**src/rtl/note_sample_sequencer_if.sv**
```systemverilog
// note_sample_sequencer_if: sine generator request/sample bus.
// master = note sequencer, slave = sine sample generator.
interface note_sample_sequencer_if;
  logic [19:0] step_size;
  logic        sine_generate_next;
  logic [15:0] sine_sample;
  logic        sine_sample_ready;

  modport master (
    output step_size,
    output sine_generate_next,
    input  sine_sample,
    input  sine_sample_ready
  );

  modport slave (
    input  step_size,
    input  sine_generate_next,
    output sine_sample,
    output sine_sample_ready
  );
endinterface

```
**src/rtl/note_sample_sequencer.sv**
```systemverilog
// note_sample_sequencer: plays one note, paces sine requests at the codec rate, counts beats.
// Define NOTE_SEQ_OVERRUN_DET_EN to add the overrun_cnt dropped-tick counter.
module note_sample_sequencer #(
  parameter int TIMEOUT = 8,
  parameter int DUR_W   = 6
) (
  input  logic             clk,
  input  logic             reset,
  input  logic             play_enable,
  input  logic             load_new_note,
  input  logic [5:0]       note_to_load,
  input  logic [DUR_W-1:0] duration_to_load,
  input  logic             beat,
  input  logic             generate_next_sample,
  note_sample_sequencer_if.master gen,
  output logic [15:0]      sample_out,
  output logic             new_sample_ready,
  output logic             done_with_note,
  output logic             timeout_err
`ifdef NOTE_SEQ_OVERRUN_DET_EN
  ,
  output logic [7:0]       overrun_cnt
`endif
);

  localparam int TW = (TIMEOUT > 1) ? $clog2(TIMEOUT) : 1;
  localparam logic [TW-1:0] T_LAST = TW'(TIMEOUT - 1);

  // frequency_rom contents: top-octave equal-tempered steps at 48 kHz, A4 = note 49
  localparam logic [19:0] TOP_OCT [12] = '{
    20'd19224, 20'd20367, 20'd21578, 20'd22861,
    20'd24221, 20'd25661, 20'd27187, 20'd28804,
    20'd30517, 20'd32332, 20'd34254, 20'd36291
  };

  typedef enum logic [1:0] {IDLE, REQ, WAIT, CAPTURE} state_t;

  state_t           state, state_nx;
  logic [5:0]       note_q;
  logic [DUR_W-1:0] dur_q;
  logic             playing;
  logic             rest_q;
  logic [TW-1:0]    timer;
  logic [19:0]      step_q;
  logic [19:0]      rom_d;
  logic [5:0]       idx;
  logic [2:0]       oct;
  logic [3:0]       semi;
  logic             go;
  logic             t_out;

  assign idx   = note_q - 6'd1;
  assign oct   = 3'(idx / 6'd12);
  assign semi  = 4'(idx % 6'd12);
  assign rom_d = (note_q == 6'd0) ? 20'd0 : (TOP_OCT[semi] >> (3'd5 - oct));

  assign go    = generate_next_sample && playing && play_enable;
  assign t_out = (state == WAIT) && !gen.sine_sample_ready && (timer == T_LAST);

  assign gen.step_size          = step_q;
  assign gen.sine_generate_next = (state == REQ) && !rest_q;
  assign new_sample_ready       = (state == CAPTURE);

  always_ff @(posedge clk) begin
    if (reset) begin
      note_q         <= '0;
      dur_q          <= '0;
      playing        <= 1'b0;
      done_with_note <= 1'b0;
      step_q         <= '0;
    end else begin
      done_with_note <= 1'b0;
      step_q         <= rom_d;
      if (load_new_note) begin
        note_q         <= note_to_load;
        dur_q          <= duration_to_load;
        playing        <= |duration_to_load;
        done_with_note <= ~|duration_to_load;
      end else if (beat && playing && play_enable) begin
        dur_q <= dur_q - DUR_W'(1);
        if (dur_q == DUR_W'(1)) begin
          playing        <= 1'b0;
          done_with_note <= 1'b1;
        end
      end
    end
  end

  always_ff @(posedge clk) begin
    if (reset) state <= IDLE;
    else       state <= state_nx;
  end

  // rests pass through REQ with the request masked so they share slot timing
  always_comb begin
    state_nx = state;
    unique case (state)
      IDLE:    if (go) state_nx = REQ;
      REQ:     state_nx = rest_q ? CAPTURE : WAIT;
      WAIT:    if (gen.sine_sample_ready || t_out) state_nx = CAPTURE;
      CAPTURE: state_nx = IDLE;
      default: state_nx = IDLE;
    endcase
  end

  always_ff @(posedge clk) begin
    if (reset) begin
      rest_q      <= 1'b0;
      timer       <= '0;
      sample_out  <= '0;
      timeout_err <= 1'b0;
    end else begin
      if (state == IDLE && go) rest_q <= (note_q == 6'd0);
      if (state == REQ)       timer <= '0;
      else if (state == WAIT) timer <= timer + 1'b1;
      if (state == REQ && rest_q)
        sample_out <= '0;
      else if (state == WAIT && gen.sine_sample_ready)
        sample_out <= gen.sine_sample;
      else if (t_out)
        sample_out <= '0;
      if (t_out)              timeout_err <= 1'b1;
      else if (load_new_note) timeout_err <= 1'b0;
    end
  end

`ifdef NOTE_SEQ_OVERRUN_DET_EN
  always_ff @(posedge clk) begin
    if (reset)
      overrun_cnt <= '0;
    else if (go && state != IDLE && overrun_cnt != 8'hFF)
      overrun_cnt <= overrun_cnt + 8'd1;
  end
`endif

endmodule
```
**src/flat_wrapper.sv**
```systemverilog
// flat-port wrapper written by rule: the top's interface ports become plain ports
module note_sample_sequencer_flat 
#(
  parameter int TIMEOUT = 8,
  parameter int DUR_W   = 6
)
  (clk, reset, play_enable, load_new_note, note_to_load, duration_to_load, beat, generate_next_sample, sample_out, new_sample_ready, done_with_note, timeout_err, gen_step_size, gen_sine_generate_next, gen_sine_sample, gen_sine_sample_ready);
  note_sample_sequencer_if gen_i ();
  input  logic clk;
  input  logic reset;
  input  logic play_enable;
  input  logic load_new_note;
  input  logic [5:0] note_to_load;
  input  logic [DUR_W-1:0] duration_to_load;
  input  logic beat;
  input  logic generate_next_sample;
  output logic [15:0] sample_out;
  output logic new_sample_ready;
  output logic done_with_note;
  output logic timeout_err;
  output wire logic [$bits(gen_i.step_size)-1:0] gen_step_size;
  output wire logic [$bits(gen_i.sine_generate_next)-1:0] gen_sine_generate_next;
  input wire logic [$bits(gen_i.sine_sample)-1:0] gen_sine_sample;
  input wire logic [$bits(gen_i.sine_sample_ready)-1:0] gen_sine_sample_ready;
  assign gen_step_size = gen_i.step_size;
  assign gen_sine_generate_next = gen_i.sine_generate_next;
  assign gen_i.sine_sample = gen_sine_sample;
  assign gen_i.sine_sample_ready = gen_sine_sample_ready;
  note_sample_sequencer #(.TIMEOUT(TIMEOUT), .DUR_W(DUR_W)) u_core (.clk(clk), .reset(reset), .play_enable(play_enable), .load_new_note(load_new_note), .note_to_load(note_to_load), .duration_to_load(duration_to_load), .beat(beat), .generate_next_sample(generate_next_sample), .gen(gen_i), .sample_out(sample_out), .new_sample_ready(new_sample_ready), .done_with_note(done_with_note), .timeout_err(timeout_err));
endmodule
```
**config.mk**
```make
export PLATFORM = sky130hd
export DESIGN_NAME = note_sample_sequencer_flat
export DESIGN_NICKNAME = d
export VERILOG_FILES = /design/src/rtl/note_sample_sequencer_if.sv /design/src/rtl/note_sample_sequencer.sv /design/src/flat_wrapper.sv
export SDC_FILE = /design/constraint.sdc
export NUM_CORES = 1
export LEC_CHECK = 0
export CAP_MARGIN = 20
export CORE_MARGIN = 2
export CORE_UTILIZATION = 47
export DETAILED_ROUTE_END_ITERATION = 8
export GPL_ROUTABILITY_DRIVEN = 0
export PLACE_DENSITY = 0.77
export SYNTH_ARGS = -nofsm -noshare
export SYNTH_HDL_FRONTEND = slang
export SYNTH_SLANG_ARGS = --single-unit
export TNS_END_PERCENT = 100
```
**constraint.sdc**
```tcl
create_clock -name clk -period 5.2 [get_ports clk]
set_clock_uncertainty 0.1 [all_clocks]
set_input_delay 0.78 -clock clk [delete_from_list [all_inputs] [get_ports clk]]
set_output_delay 0.78 -clock clk [all_outputs]
set_load 0.01 [all_outputs]
```
==> results.py <==
metrics = {
    "sta": {
        "tightest_slew_ns": 0.8545,
        "setup_viol": 0,
        "slew_headroom_pct": 43.03,
        "timing.setup.tns_ns": 0,
        "fin_crit_sh_pct": 95.03,
        "setup_repair_after_global_routing_missed_its_margin": "no",
        "maxClockFrequency_mhz": 202.4,
        "period_minus_slack_ns": 4.942,
        "finalHoldViolations": 0,
        "slew_viol_final": 0,
    },
    "power": {
        "pwr_density_cell_mw_per_mm2": 427.7,
        "leakagePower_nw": 1.720,
        "peakVddDrop_uv": 283.3,
        "netSwitchingFraction_pct": 45.60,
        "switching_power_w": 0.0008997,
        "share_seq_of_total_power_pct": 25.0,
        "combPwrFrac_pct": 63.6,
        "power.share.clock_pct": 11.4,
        "internal_power_w": 0.001073,
    },
    "clock_tree": {
        "clock_latency_ns": 0.30,
        "htree_num_levels": 2,
        "cts_num_sinks": 53,
        "cts_max_path_buffers": 2,
        "tritoncts.num_buffers": 5,
        "clk_pin_slew_ns": 0.09,
        "clk_root_buffer_cell": "sky130_fd_sc_hd__clkbuf_8",
        "cts_hold_buf": 0,
        "cts_tree": "built",
    },
    "floorplan": {
        "placementRows": 32,
        "initial_core_util_pct": 47.81,
        "io-pin-count": 75,
        "core_area_mm2": 0.007647,
        "floorplan.die.height_um": 92.20,
        "die-width_um": 92.20,
        "design.die.area_mm2": 0.008500,
    },
    "global_routing": {
        "wire_length_of_the_first_global_routing_pass_mm": 16.24,
        "globalRouteOverflowTotal": 0,
        "grt_util_all_layers_pct": 22.87,
        "grt_antenna_before_repair": 0,
        "grt_max_degree": 25,
        "number_of_global_route_vias_before_repair": 3384,
    },
    "layout": {
        "final_cell_mix": "70 x sky130_fd_sc_hd__clkdlybuf4s50_1, 58 x sky130_fd_sc_hd__nor2_1, 53 x sky130_fd_sc_hd__dfxtp_1",
        "postLayoutCellArea_mm2": 0.004613,
        "final_nets": 553,
        "area_growth_pct": 26.18,
        "num_antenna_cells": 0,
        "layout-drive-gt1-share_pct": 13.35,
        "fill_cells": 665,
        "layout.cells.most_common": "sky130_fd_sc_hd__clkdlybuf4s50_1",
    },
    "logic_synthesis": {
        "synth_ff_type": "sky130_fd_sc_hd__dfxtp_1",
        "syn-cell-area_mm2": 0.003656,
        "synthDistinctLibCells": 86,
        "ys_seq_area_share_pct": 29.02,
        "synth.ff_latch_count": 53,
        "synth-async-reset-ratio_pct": 0,
        "synthCells": 441,
        "yosysWarningCount": 0,
        "syn_avg_cell_area_um2": 8.290,
        "number_of_enable_type_register_cells_in_the_synthesized_netlist": 0,
    },
    "worst_setup_path": {
        "critical_path.startpoint_type": "flop",
        "setup.reg_to_reg.worst_slack_ns": 0.26,
        "cp-endpoint": "u_core.gen.step_size[0]",
        "cp_common_cell": "sky130_fd_sc_hd__ha_2",
        "critical_path.reg2reg.startpoint": "u_core.note_q[1]",
        "crit_chain": "inv_1, ha_2, or3b_4, xnor2_1, ha_2, or4_4, mux2i_2, or3_4, nor2_4, xnor2_1, ha_2, or3b_2, nor3_4, o21ai_2, and3_4, nor2_4, mux2i_1, o211a_1, o31a_1",
        "setup.worst_path.class": "flop to flop",
        "critical_path.startpoint": "u_core.note_q[1]",
        "timing.critical_path.buf_inv": 1,
        "critical_path_arrival_ns": 5.03,
        "worst-endpoint-required_ns": 5.28,
        "crit_path_end_kind": "flop",
        "timing.reg2reg.worst_path_depth": 19,
        "path_depth": 19,
        "rr_endpoint": "u_core.gen.step_size[0]",
        "cp_slowest_cell": "sky130_fd_sc_hd__or3b_2",
        "critPathTopFamily": "simple AND/OR/NAND/NOR gates",
        "timing.critical_path.fanout_max": 11,
        "critPathMaxStageDelay_ns": 0.53,
    },
    "detailed_routing": {
        "avgRoutedWirePerCell_um": 16.47,
        "final_antenna_net_count": 0,
        "dr.first_iter.drc_count": 374,
        "wirelength_mm": 9.945,
        "via_count": 3640,
        "avgViaCountPerCell": 6.026,
        "route.detailed.drc": 0,
        "detail_route.first_pass.iterations": 5,
    },
    "placed_design": {
        "place_area_mm2": 0.004407,
        "place_hpwl_mm": 7.081,
        "port_buffers": 70,
    },
    "job": {
        "maxCapViolCount": 0,
    },
    "outcome": {
        "run_status": "completed",
    },
    "hold_path": {
        "timing.hold.worst.class": "flop to flop",
    },
}
repair_timing:
| action | CTS | global route |
|---|---|---|
| setup buffers | 0 | 0 |
| resized for setup | 0 | 18 |
| setup endpoints to repair | 0 | 14 |
Yosys cell counts (3+ instances only):
cell type | number | area share (%)
sky130_fd_sc_hd__o22ai_1 | 4 | 0.68
sky130_fd_sc_hd__a211oi_1 | 7 | 1.4
sky130_fd_sc_hd__nor4_1 | 5 | 0.86
sky130_fd_sc_hd__nand2b_1 | 3 | 0.51
sky130_fd_sc_hd__a21oi_1 | 21 | 2.9
sky130_fd_sc_hd__xnor2_1 | 11 | 2.6
sky130_fd_sc_hd__nand3_1 | 14 | 1.9
sky130_fd_sc_hd__o21ai_1 | 5 | 0.68
sky130_fd_sc_hd__buf_4 | 8 | 1.6
sky130_fd_sc_hd__nor3_1 | 17 | 2.3
sky130_fd_sc_hd__nand4_1 | 4 | 0.68
sky130_fd_sc_hd__nor2_1 | 59 | 6.1
sky130_fd_sc_hd__a22oi_1 | 17 | 3.5
sky130_fd_sc_hd__o31ai_1 | 6 | 1.2
sky130_fd_sc_hd__and2_1 | 4 | 0.68
sky130_fd_sc_hd__a311oi_1 | 4 | 0.96
sky130_fd_sc_hd__inv_1 | 10 | 1.0
sky130_fd_sc_hd__o2111ai_1 | 3 | 0.72
sky130_fd_sc_hd__nand2_1 | 29 | 3.0
sky130_fd_sc_hd__buf_6 | 3 | 0.92
sky130_fd_sc_hd__clkbuf_1 | 17 | 1.7
sky130_fd_sc_hd__o21ai_0 | 11 | 1.5
sky130_fd_sc_hd__a31oi_1 | 4 | 0.68
sky130_fd_sc_hd__or3_1 | 3 | 0.51
sky130_fd_sc_hd__ha_1 | 17 | 5.8
sky130_fd_sc_hd__dfxtp_1 | 53 | 29
sky130_fd_sc_hd__a21oi_2 | 3 | 0.72
sky130_fd_sc_hd__o211ai_1 | 6 | 1.2
sky130_fd_sc_hd__a21o_1 | 4 | 0.82
sky130_fd_sc_hd__and3_1 | 3 | 0.51
sky130_fd_sc_hd__mux2i_1 | 16 | 4.4
how the worst min path moves through the flow:
stage / depth (start not counted) / slack (ns) / end / start
after floorplan: 2 / 0.38 / u_core.playing / u_core.playing
after detailed placement: 2 / 0.37 / u_core.timeout_err / u_core.timeout_err
after global placement: 2 / 0.36 / u_core.timeout_err / u_core.timeout_err
final: 2 / 0.39 / u_core.timeout_err / u_core.timeout_err
after global routing: 2 / 0.41 / u_core.timeout_err / u_core.timeout_err
after CTS: 2 / 0.39 / u_core.timeout_err / u_core.timeout_err
worst register-to-register path: stages (launching register included):
cell and delay, ns:
sky130_fd_sc_hd__dfxtp_1 0.33, sky130_fd_sc_hd__inv_1 0.16, sky130_fd_sc_hd__ha_2 0.25, sky130_fd_sc_hd__or3b_4 0.41, sky130_fd_sc_hd__xnor2_1 0.15, sky130_fd_sc_hd__ha_2 0.21
sky130_fd_sc_hd__or4_4 0.42, sky130_fd_sc_hd__mux2i_2 0.18, sky130_fd_sc_hd__or3_4 0.18, sky130_fd_sc_hd__nor2_4 0.04, sky130_fd_sc_hd__xnor2_1 0.12, sky130_fd_sc_hd__ha_2 0.22
sky130_fd_sc_hd__or3b_2 0.53, sky130_fd_sc_hd__nor3_4 0.22, sky130_fd_sc_hd__o21ai_2 0.17, sky130_fd_sc_hd__and3_4 0.28, sky130_fd_sc_hd__nor2_4 0.25, sky130_fd_sc_hd__mux2i_1 0.12
sky130_fd_sc_hd__o211a_1 0.26, sky130_fd_sc_hd__o31a_1 0.24
power groups by stage:
stage / logic [W] / registers, W / clock network, W
finish: 0.00125 / 0.000493 / 0.000225
global route: 0.00135 / 0.000499 / 0.000249
CTS: 0.00112 / 0.000493 / 0.000230
detailed placement: 0.00112 / 0.000503 / 0
global placement: 0.00111 / 0.000500 / 0
floorplan: 0.000808 / 0.000524 / 0
cells by family (layout without fill, tap and decap cells):
kind of cell | Yosys count | in the layout | synth area share (%)
DFF | 53 | 53 | 29.02
xor gates and xnor gates | 14 | 14 | 3.559
adders and majority gates | 17 | 17 | 5.818
other | 1 | 4 | 0.1026
AOI/OAI and AO/OA | 125 | 125 | 26.28
and+or+nand+nor | 169 | 170 | 23.92
muxes | 19 | 19 | 5.373
buffers and inverters | 43 | 100 | 5.921
flip-flops by register name, indices dropped and copies added, names as in the netlist:
signal,flops
u_core.timer,3
u_core.done_with_note,1
u_core.timeout_err,1
u_core.dur_q,6
u_core.gen.step_size,16
u_core.rest_q,1
u_core.note_q,6
u_core.sample_out,16
u_core.playing,1
u_core.state,2
per-stage QoR:
step	utilization, %	hold WS, ns	worst slack [ns]	total power (W)	instances
floorplan	-	0.3754	0.04021	0.001332	444
finish	60.32	0.3896	0.2582	0.001973	604
global route	60.32	0.4073	0.01905	0.002096	604
detailed placement	57.62	0.3730	0.1634	0.001620	594
CTS	58.72	0.3861	0.1344	0.001846	602
global placement	57.62	0.3634	0.2911	0.001608	594
area by class of cell:
cell class	count	area [µm²]	share of cell area, %
Inverter	12	45.04	0.9764
Multi-Input combinational cell	349	2520	54.62
Timing Repair Buffer	80	775.7	16.82
Clock buffer	7	76.32	1.654
Tap cell	102	127.6	2.766
Sequential cell	53	1061	23.00
Clock inverter	1	7.507	0.1627
per-layer routing:
layer | track usage, % | vias up | share of wire [%]
met1 | 29.88 | 1658 | 42
met2 | 38.05 | 199 | 47
met3 | 3.698 | 38 | 8.2
li1 | - | 1745 | -
met5 | 0 | - | 0
met4 | 8.333 | 0 | 2.9
Power figures use the tool's default switching activity.
